--- src/rtl/instr_loader_pkg.sv ---
// -----------------------------------------------------------------------------
// instr_loader_pkg
// Shared definitions for the instruction loader and the control decoder:
//   - kind_e    : symbolic instruction kinds accepted on the request port
//   - OP_* / FN_*: MIPS opcode and funct field values
//   - state_e   : loader session states
//   - r_word / i_word: field-packing helpers for R- and I-format words
// -----------------------------------------------------------------------------
package instr_loader_pkg;

  typedef enum logic [3:0] {
    ADD  = 4'd0,
    SUB  = 4'd1,
    AND  = 4'd2,
    OR   = 4'd3,
    SLT  = 4'd4,
    LW   = 4'd5,
    SW   = 4'd6,
    ADDI = 4'd7,
    ORI  = 4'd8,
    BEQ  = 4'd9,
    BNE  = 4'd10,
    J    = 4'd11
  } kind_e;

  localparam logic [5:0] OP_RTYPE = 6'h00;
  localparam logic [5:0] OP_J     = 6'h02;
  localparam logic [5:0] OP_BEQ   = 6'h04;
  localparam logic [5:0] OP_BNE   = 6'h05;
  localparam logic [5:0] OP_ADDI  = 6'h08;
  localparam logic [5:0] OP_ORI   = 6'h0D;
  localparam logic [5:0] OP_LW    = 6'h23;
  localparam logic [5:0] OP_SW    = 6'h2B;

  localparam logic [5:0] FN_ADD = 6'h20;
  localparam logic [5:0] FN_SUB = 6'h22;
  localparam logic [5:0] FN_AND = 6'h24;
  localparam logic [5:0] FN_OR  = 6'h25;
  localparam logic [5:0] FN_SLT = 6'h2A;

  typedef enum logic [1:0] {
    IDLE  = 2'd0,
    LOAD  = 2'd1,
    FLUSH = 2'd2
  } state_e;

  function automatic logic [31:0] r_word(input logic [4:0] rs, input logic [4:0] rt,
                                         input logic [4:0] rd, input logic [5:0] funct);
    return {OP_RTYPE, rs, rt, rd, 5'b0, funct};
  endfunction

  function automatic logic [31:0] i_word(input logic [5:0] op, input logic [4:0] rs,
                                         input logic [4:0] rt, input logic [15:0] imm);
    return {op, rs, rt, imm};
  endfunction

endpackage

--- src/rtl/instr_encode.sv ---
// -----------------------------------------------------------------------------
// instr_encode
// Purely combinational MIPS instruction assembler.
// Ports:
//   i_kind      instruction kind code (kind_e values; 12-15 are illegal)
//   i_rs/rt/rd  register fields
//   i_imm       16-bit immediate / branch offset
//   i_target    26-bit jump target
//   o_word      assembled 32-bit instruction (0 when illegal)
//   o_illegal   kind code is not a supported instruction
// -----------------------------------------------------------------------------
module instr_encode
  import instr_loader_pkg::*;
(
  input  logic [3:0]  i_kind,
  input  logic [4:0]  i_rs,
  input  logic [4:0]  i_rt,
  input  logic [4:0]  i_rd,
  input  logic [15:0] i_imm,
  input  logic [25:0] i_target,
  output logic [31:0] o_word,
  output logic        o_illegal
);

  always_comb begin
    // NOTE: every output gets a default before the case so no path leaves it
    // unassigned, which would otherwise infer a latch.
    o_word    = '0;
    o_illegal = 1'b0;
    case (i_kind)
      ADD:     o_word = r_word(i_rs, i_rt, i_rd, FN_ADD);
      SUB:     o_word = r_word(i_rs, i_rt, i_rd, FN_SUB);
      AND:     o_word = r_word(i_rs, i_rt, i_rd, FN_AND);
      OR:      o_word = r_word(i_rs, i_rt, i_rd, FN_OR);
      SLT:     o_word = r_word(i_rs, i_rt, i_rd, FN_SLT);
      LW:      o_word = i_word(OP_LW,   i_rs, i_rt, i_imm);
      SW:      o_word = i_word(OP_SW,   i_rs, i_rt, i_imm);
      ADDI:    o_word = i_word(OP_ADDI, i_rs, i_rt, i_imm);
      ORI:     o_word = i_word(OP_ORI,  i_rs, i_rt, i_imm);
      BEQ:     o_word = i_word(OP_BEQ,  i_rs, i_rt, i_imm);
      BNE:     o_word = i_word(OP_BNE,  i_rs, i_rt, i_imm);
      J:       o_word = {OP_J, i_target};
      default: o_illegal = 1'b1;
    endcase
  end

endmodule

--- src/rtl/instr_loader.sv ---
// -----------------------------------------------------------------------------
// instr_loader
// Assembles symbolic instruction requests into MIPS words and writes them
// sequentially into instruction memory, starting at a programmable base.
// Optional feature macro: INSTR_LOADER_CHECKSUM_EN adds a 32-bit XOR checksum
// of all words written in the session.
// Ports:
//   clk, reset          clock (rising edge), asynchronous active-high reset
//   start               begin a session (IDLE only); samples base_addr, count
//   base_addr, count    first word address, number of legal words to write
//   req_valid/ready     request handshake
//   req_kind, req_rs, req_rt, req_rd, req_imm, req_target  request fields
//   imem_we/waddr/wdata registered imem write port (one cycle after handshake)
//   busy                session is accepting requests (LOAD)
//   done                one-cycle pulse at session end
//   err_illegal         sticky: illegal kind seen (cleared on start)
//   err_wrap            sticky: address wrapped past the top (cleared on start)
//   checksum            (macro only) XOR of every word written this session
// -----------------------------------------------------------------------------
module instr_loader
  import instr_loader_pkg::*;
#(
  parameter int ADDR_W = 6,
  parameter int CNT_W  = 7
) (
  input  logic              clk,
  input  logic              reset,
  input  logic              start,
  input  logic [ADDR_W-1:0] base_addr,
  input  logic [CNT_W-1:0]  count,
  input  logic              req_valid,
  output logic              req_ready,
  input  logic [3:0]        req_kind,
  input  logic [4:0]        req_rs,
  input  logic [4:0]        req_rt,
  input  logic [4:0]        req_rd,
  input  logic [15:0]       req_imm,
  input  logic [25:0]       req_target,
  output logic              imem_we,
  output logic [ADDR_W-1:0] imem_waddr,
  output logic [31:0]       imem_wdata,
  output logic              busy,
  output logic              done,
  output logic              err_illegal,
  output logic              err_wrap
`ifdef INSTR_LOADER_CHECKSUM_EN
  ,
  output logic [31:0]       checksum
`endif
);

  state_e            r_state, w_next_state;
  logic [ADDR_W-1:0] r_addr;
  logic [CNT_W-1:0]  r_remaining;
  logic              r_we;
  logic [ADDR_W-1:0] r_waddr;
  logic [31:0]       r_wdata;
  logic              r_done_zero;
  logic              r_err_illegal;
  logic              r_err_wrap;

  logic [31:0]       w_word;
  logic              w_illegal;
  logic              w_hs;
  logic              w_legal_write;
  logic              w_idle_start;

  instr_encode u_encode (
    .i_kind    (req_kind),
    .i_rs      (req_rs),
    .i_rt      (req_rt),
    .i_rd      (req_rd),
    .i_imm     (req_imm),
    .i_target  (req_target),
    .o_word    (w_word),
    .o_illegal (w_illegal)
  );

  assign req_ready     = (r_state == LOAD) && (r_remaining != '0);
  assign w_hs          = req_valid && req_ready;
  // Illegal requests complete the handshake but are dropped.
  assign w_legal_write = w_hs && !w_illegal;
  assign w_idle_start  = start && (r_state == IDLE);

  always_ff @(posedge clk or posedge reset) begin
    if (reset) r_state <= IDLE;
    else       r_state <= w_next_state;
  end

  always_comb begin
    w_next_state = r_state;
    busy         = 1'b0;
    // A zero-count session never leaves IDLE; it only pulses done.
    done         = r_done_zero;
    case (r_state)
      IDLE: begin
        if (w_idle_start && (count != '0)) w_next_state = LOAD;
      end
      LOAD: begin
        busy = 1'b1;
        if (w_legal_write && (r_remaining == CNT_W'(1))) w_next_state = FLUSH;
      end
      FLUSH: begin
        // The last word is on the imem port during this cycle.
        done         = 1'b1;
        w_next_state = IDLE;
      end
      default: w_next_state = IDLE;
    endcase
  end

  always_ff @(posedge clk or posedge reset) begin
    if (reset) begin
      r_addr        <= '0;
      r_remaining   <= '0;
      r_we          <= 1'b0;
      r_waddr       <= '0;
      r_wdata       <= '0;
      r_done_zero   <= 1'b0;
      r_err_illegal <= 1'b0;
      r_err_wrap    <= 1'b0;
    end else begin
      // NOTE: sequential state uses non-blocking assignments so every register
      // samples pre-edge values regardless of statement order.
      r_we        <= w_legal_write;
      r_done_zero <= w_idle_start && (count == '0);
      if (w_idle_start) begin
        r_addr        <= base_addr;
        r_remaining   <= count;
        r_err_illegal <= 1'b0;
        r_err_wrap    <= 1'b0;
      end else if (w_hs) begin
        if (w_illegal) begin
          r_err_illegal <= 1'b1;
        end else begin
          r_waddr     <= r_addr;
          r_wdata     <= w_word;
          r_addr      <= r_addr + ADDR_W'(1);
          r_remaining <= r_remaining - CNT_W'(1);
          if (&r_addr) r_err_wrap <= 1'b1;
        end
      end
    end
  end

  assign imem_we     = r_we;
  assign imem_waddr  = r_waddr;
  assign imem_wdata  = r_wdata;
  assign err_illegal = r_err_illegal;
  assign err_wrap    = r_err_wrap;

`ifdef INSTR_LOADER_CHECKSUM_EN
  logic [31:0] r_checksum;

  always_ff @(posedge clk or posedge reset) begin
    if (reset)              r_checksum <= '0;
    else if (w_idle_start)  r_checksum <= '0;
    else if (w_legal_write) r_checksum <= r_checksum ^ w_word;
  end

  assign checksum = r_checksum;
`endif

endmodule

--- config.mk ---
export PLATFORM = sky130hd
export DESIGN_NAME = instr_loader
export DESIGN_NICKNAME = d
export VERILOG_FILES = /design/src/rtl/instr_loader_pkg.sv /design/src/rtl/instr_encode.sv /design/src/rtl/instr_loader.sv
export SDC_FILE = /design/constraint.sdc
export NUM_CORES = 1
export LEC_CHECK = 0
export ABC_AREA = 0
export ABC_CLOCK_PERIOD_IN_PS = 5200
export BUFFER_PORTS_ARGS = -buffer_cell sky130_fd_sc_hd__buf_2
export CORE_UTILIZATION = 30
export DETAILED_ROUTE_END_ITERATION = 6
export REMOVE_ABC_BUFFERS = 1
export SLEW_MARGIN = 30
export SYNTH_ARGS = -nofsm -noshare
export SYNTH_HDL_FRONTEND = slang
export SYNTH_HIERARCHICAL = 1
export SYNTH_SLANG_ARGS = --single-unit
--- constraint.sdc ---
create_clock -name clk -period 5.2 [get_ports clk]
set_clock_uncertainty 0.1 [all_clocks]
set_input_delay 0.26 -clock clk [delete_from_list [all_inputs] [get_ports clk]]
set_output_delay 0.26 -clock clk [all_outputs]
set_load 0.1 [all_outputs]
Word level (Yosys, flattened, before mapping)
Index checks and enable logic that the tools add are counted.
- flip-flop bits (word level): 57
- input port bits: 78
- output and inout bits: 44
- logic and storage cells: 70
- add/sub/neg operators: 2
- equality and inequality tests: 17
- muxes and demuxes: 19
- bitwise logic cells: 1
- reduce and logical (&&, ||, !) cells: 22
- operators with widths (kind ; number):
    $pmux W32 S12 ; 1
    $mux W7 ; 3
    $mux W6 ; 3
    $eq A4 B3 Y1 const B ; 4
    $eq A4 B4 Y1 const B ; 4
    $reduce_bool A7 Y1 ; 2
    $reduce_or A12 Y1 ; 1
    $mux W1 ; 9
    $eq A4 B2 Y1 const B ; 2
    $eq A7 B1 Y1 const B ; 1
    $logic_and A1 B1 Y1 ; 7
    $logic_not A7 Y1 ; 1
    $sub A7 B1 Y7 const B ; 1
    $add A6 B1 Y6 const B ; 1
    $ne A2 B1 Y1 const B ; 3
    $reduce_and A2 Y1 ; 3
    $reduce_and A3 Y1 ; 2
    $reduce_and A6 Y1 ; 1
    $reduce_bool A2 Y1 ; 3
    $eq A4 B1 Y1 const B ; 1
    $logic_not A4 Y1 ; 1
    $mux W2 ; 2
    $pmux W2 S2 ; 1
    $eq A2 B1 Y1 const B ; 1
    other kinds (3) ; 3

Longest topological paths before layout
- depth after elaboration: 7
- depth in mapped cells: 9
- gate-level depth less buffers: 7

By module
Netlist, hierarchy kept.
- by module, submodules not included (module ; instances ; cells each ; area an instance (um^2) ; sequential area each (um^2)):
    instr_loader ; 1 ; 267 ; 2438.6 ; 1426.4
    instr_encode ; 1 ; 99 ; 666.9 ; 0.0

Worst setup path before layout
No wires, ideal clock.
- path type: register to output
- start: register r_remaining[0]
- end: output req_ready
- arrival time: 2.179 ns
- data required time: 4.840 ns
- setup slack: 2.661 ns
- cell stages (with the launch flop): 6
- path buffers: 0
- path through: dfrtp_1 > inv_1 > ha_1 > nand2b_1 > nor2_1 > nor2_1
- word-level cells in the longest chain between the ends: 2
- RTL lines (item ; line ; RTL):
    start: declaration ; instr_loader.sv:54 ; logic [CNT_W-1:0] r_remaining;
    start signal: assignment ; instr_loader.sv:129 ; r_remaining <= count;
    start signal: assignment ; instr_loader.sv:139 ; r_remaining <= r_remaining - CNT_W'(1);
    $reduce_bool A7 Y1 ; instr_loader.sv:79 ; assign req_ready = (r_state == LOAD) && (r_remaining != '0);
    $logic_and A1 B1 Y1 ; instr_loader.sv:79 ;
    end: declaration ; instr_loader.sv:32 ; output logic req_ready,
Every way passes these cells.

Worst setup path in the final report
- start: register r_remaining[0]
- end: register r_addr[5]
- word-level cells in the longest chain between the ends: 5
- RTL lines (item ; line ; RTL):
    $reduce_bool A7 Y1 ; instr_loader.sv:79 ;
    $logic_and A1 B1 Y1 ; instr_loader.sv:79 ;
    $logic_and A1 B1 Y1 ; instr_loader.sv:80 ; assign w_hs = req_valid && req_ready;
    $reduce_bool A2 Y1 (no source line) ; -- ;
    $reduce_and A2 Y1 (no source line) ; -- ;
    end signal: assignment ; instr_loader.sv:128 ; r_addr <= base_addr;
    end signal: assignment ; instr_loader.sv:138 ; r_addr <= r_addr + ADDR_W'(1);
    end: declaration ; instr_loader.sv:53 ; logic [ADDR_W-1:0] r_addr;
Every way passes these cells.
A chain may end at the register's enable or synchronous reset.

==> metrics <==
clock buffer depth=2; post-synthesis cell count=around 370; filler cell count=1056; Area Growth Syn to Fin=28.40%; setup repair after global routing missed its margin=no; min Tclk post-route=2.484 ns; critical-path maximum fanout=47; Via Count=3006; remaining antenna violation count=0; router iterations before antenna repair=4; Setup TNS=0 ns; first-pass GRT wire length=13.93 mm; Non-Filler Instances=615; worst min path class=in2async; vias in the first global route=2798; f_max=402.6 MHz; overall routing resource usage=16.13%; Reg clk slew, reported paths=0.07 ns; Critical Path Start Type=flip-flop; Critical Path Sink Type=flip-flop; row cnt=36; Post-synth EDFFs=0; Die ar.=~11000 sq um; routed vias/inst=4.888; Top Ports=between 100 and 150; Final nets=558; Residual DRC=0; ys flop type=dfrtp_1; Port Buf Inserts=121; CTS tree=built; share of the yosys chip area belonging to registers=45.93%; most frequent cells in the layout=nand2_1, buf_2, dfrtp_1, inv_1, o22ai_1; TritonCTS Buffers=9; GRT overflow=0; die span in x=103.7 um; Root Buffer=clkbuf_8; Worst R2R Setup Slack=roughly 2.7 ns; Inst Count DP=around 600; Design Power=1.002 mW; metal2 WL=3.941 mm; ys async rst share=100.0%; H-Tree Depth=3; final WL=8.468 mm; hold_buf cts=0; met3 WL=roughly 460 um; Power per Cell Area=251.2 nW/um^2; core area=9910 sq um; Setup violations, final=0; Setup CP Type=reg2reg; largest net degree at the start of global routing=58; area leader, netlist=dfrtp_1; count of different cell masters after synthesis=51; uppermost layer routed=met4; worst skew pair latency=0.33 ns; Rel. slew slack=45.23%; DP Wirelength=just under 6 mm; postcts setup bufs=0; antenna cells=0; die height=about 100 um; DR WL/cell=13.77 um; Placer Congestion=0.7899; Leak=2.265 nW; initial drt markers=120; syn_area_per_cell=between 8 and 9 sq um; Resize count post-CTS=0; Synth area leaders=dfrtp_1, nand2_1, a221o_1, o22ai_1, a22oi_1; WL met1=3.993 mm; max-cap violations=0; Period Utilization, post-route=between 40% and 50%; synth warn=6; status=completed; Initial Util=31.34%; critical path required time=~5.3 ns; Syn Std Cell Area=3105 sq um; initial antenna violation count=0; Finished Core Util=40.24%; maximum vdd ir drop=around 0.14 mV; Max Slew Vio Count=0; share of layout cells above drive strength 1=30.91%; post-synth top area share=45.93%; Fin. Hold Viols=0; Arrival @ worst endpoint=~2.6 ns; FF+latch count, synth=57; commonest non-fill, non-tap cell in the layout=nand2_1; pin slew with the least headroom to its limit=0.8204 ns; CTS sink count=57
[layer usage]
metal | vias to the layer above | global-route usage, %
met5 | - | 0
met4 | 0 | 4.592
met3 | 6 | 3.902
met2 | 96 | 24.93
met1 | 1424 | 22.39
li1 | 1480 | -
[cells by family (layout without fill, tap and decap cells)]
logic type,count (synthesis),count (layout),synth area share (%)
compound gates,72,72,18.25
fa+ha+maj,3,3,1.209
buf+inv,44,160,6.567
flops,57,57,45.93
mux,4,4,1.330
other cells,1,1,0.1208
simple gates,185,185,26.59
[sequential cells by signal, summed over array words and instances, names as in the netlist]
register	count
r_remaining	7
r_done_zero	1
err_wrap	1
imem_waddr	6
err_illegal	1
r_state	2
imem_wdata	32
r_addr	6
imem_we	1
[where the power goes]
group | switching (mW) | internal, mW | leakage, nW | total, mW
registers | 0 | 0.443 | 0.792 | 0.443
logic | 0.0501 | 0.0440 | 1.36 | 0.0940
clock network | 0.182 | 0.282 | 0.113 | 0.465
total | 0.232 | 0.769 | 2.27 | 1.00
[worst max-delay path: stages (launching register included)]
cell and delay [ns]:
dfrtp_1 0.47, inv_1 0.07, ha_1 0.21, nand2b_1 0.15
o21ai_4 0.08, inv_2 0.60, mux2_1 0.39, a221o_1 0.29
[Yosys cell counts, drive strengths merged (4+ instances only)]
library cell    n
nand2         130
dfrtp          57
inv            21
buf            17
o22ai          16
a221o          13
nor2           11
a22oi          10
and2            9
nand3           9
o21ai           9
a22o            6
clkbuf          6
nand2b          6
o311ai          4
[area by class of cell]
cell class	instances	area [sq um]	area share, %
Clock buffer	11	141.4	3.546
Inverter	21	78.83	1.977
Tap cell	133	166.4	4.173
Timing Repair Buffer	123	620.6	15.56
Clock inverter	5	78.83	1.977
Sequential cell	57	1426	35.77
Multi-Input combinational cell	265	1475	36.99
[final timing paths]
check | endpoint | cells past startpoint | start
worst max-delay path | r_addr[5] | 7 | r_remaining[0]
worst max register to register | r_addr[5] | 7 | r_remaining[0]
max in group asynchronous | r_remaining[5] | 3 | reset
min in group clk | r_addr[1] | 3 | base_addr[1]
worst min-delay path | imem_wdata[6] | 3 | reset
worst min register to register | err_wrap | 2 | err_wrap
[per-stage QoR]
| stage | hold WS (ns) | worst slack, ns | instance area (sq um) |
|---|---|---|---|
| floorplan | 0.2654 | 2.189 | 2980 |
| global placement | 0.3549 | 2.579 | 3767 |
| detailed placement | 0.3570 | 2.509 | 3767 |
| CTS | 0.01995 | 2.693 | 3988 |
| global route | 0.02652 | 2.566 | 3988 |
| finish | 0.01909 | 2.716 | 3988 |
Power figures use the tool's default switching activity.
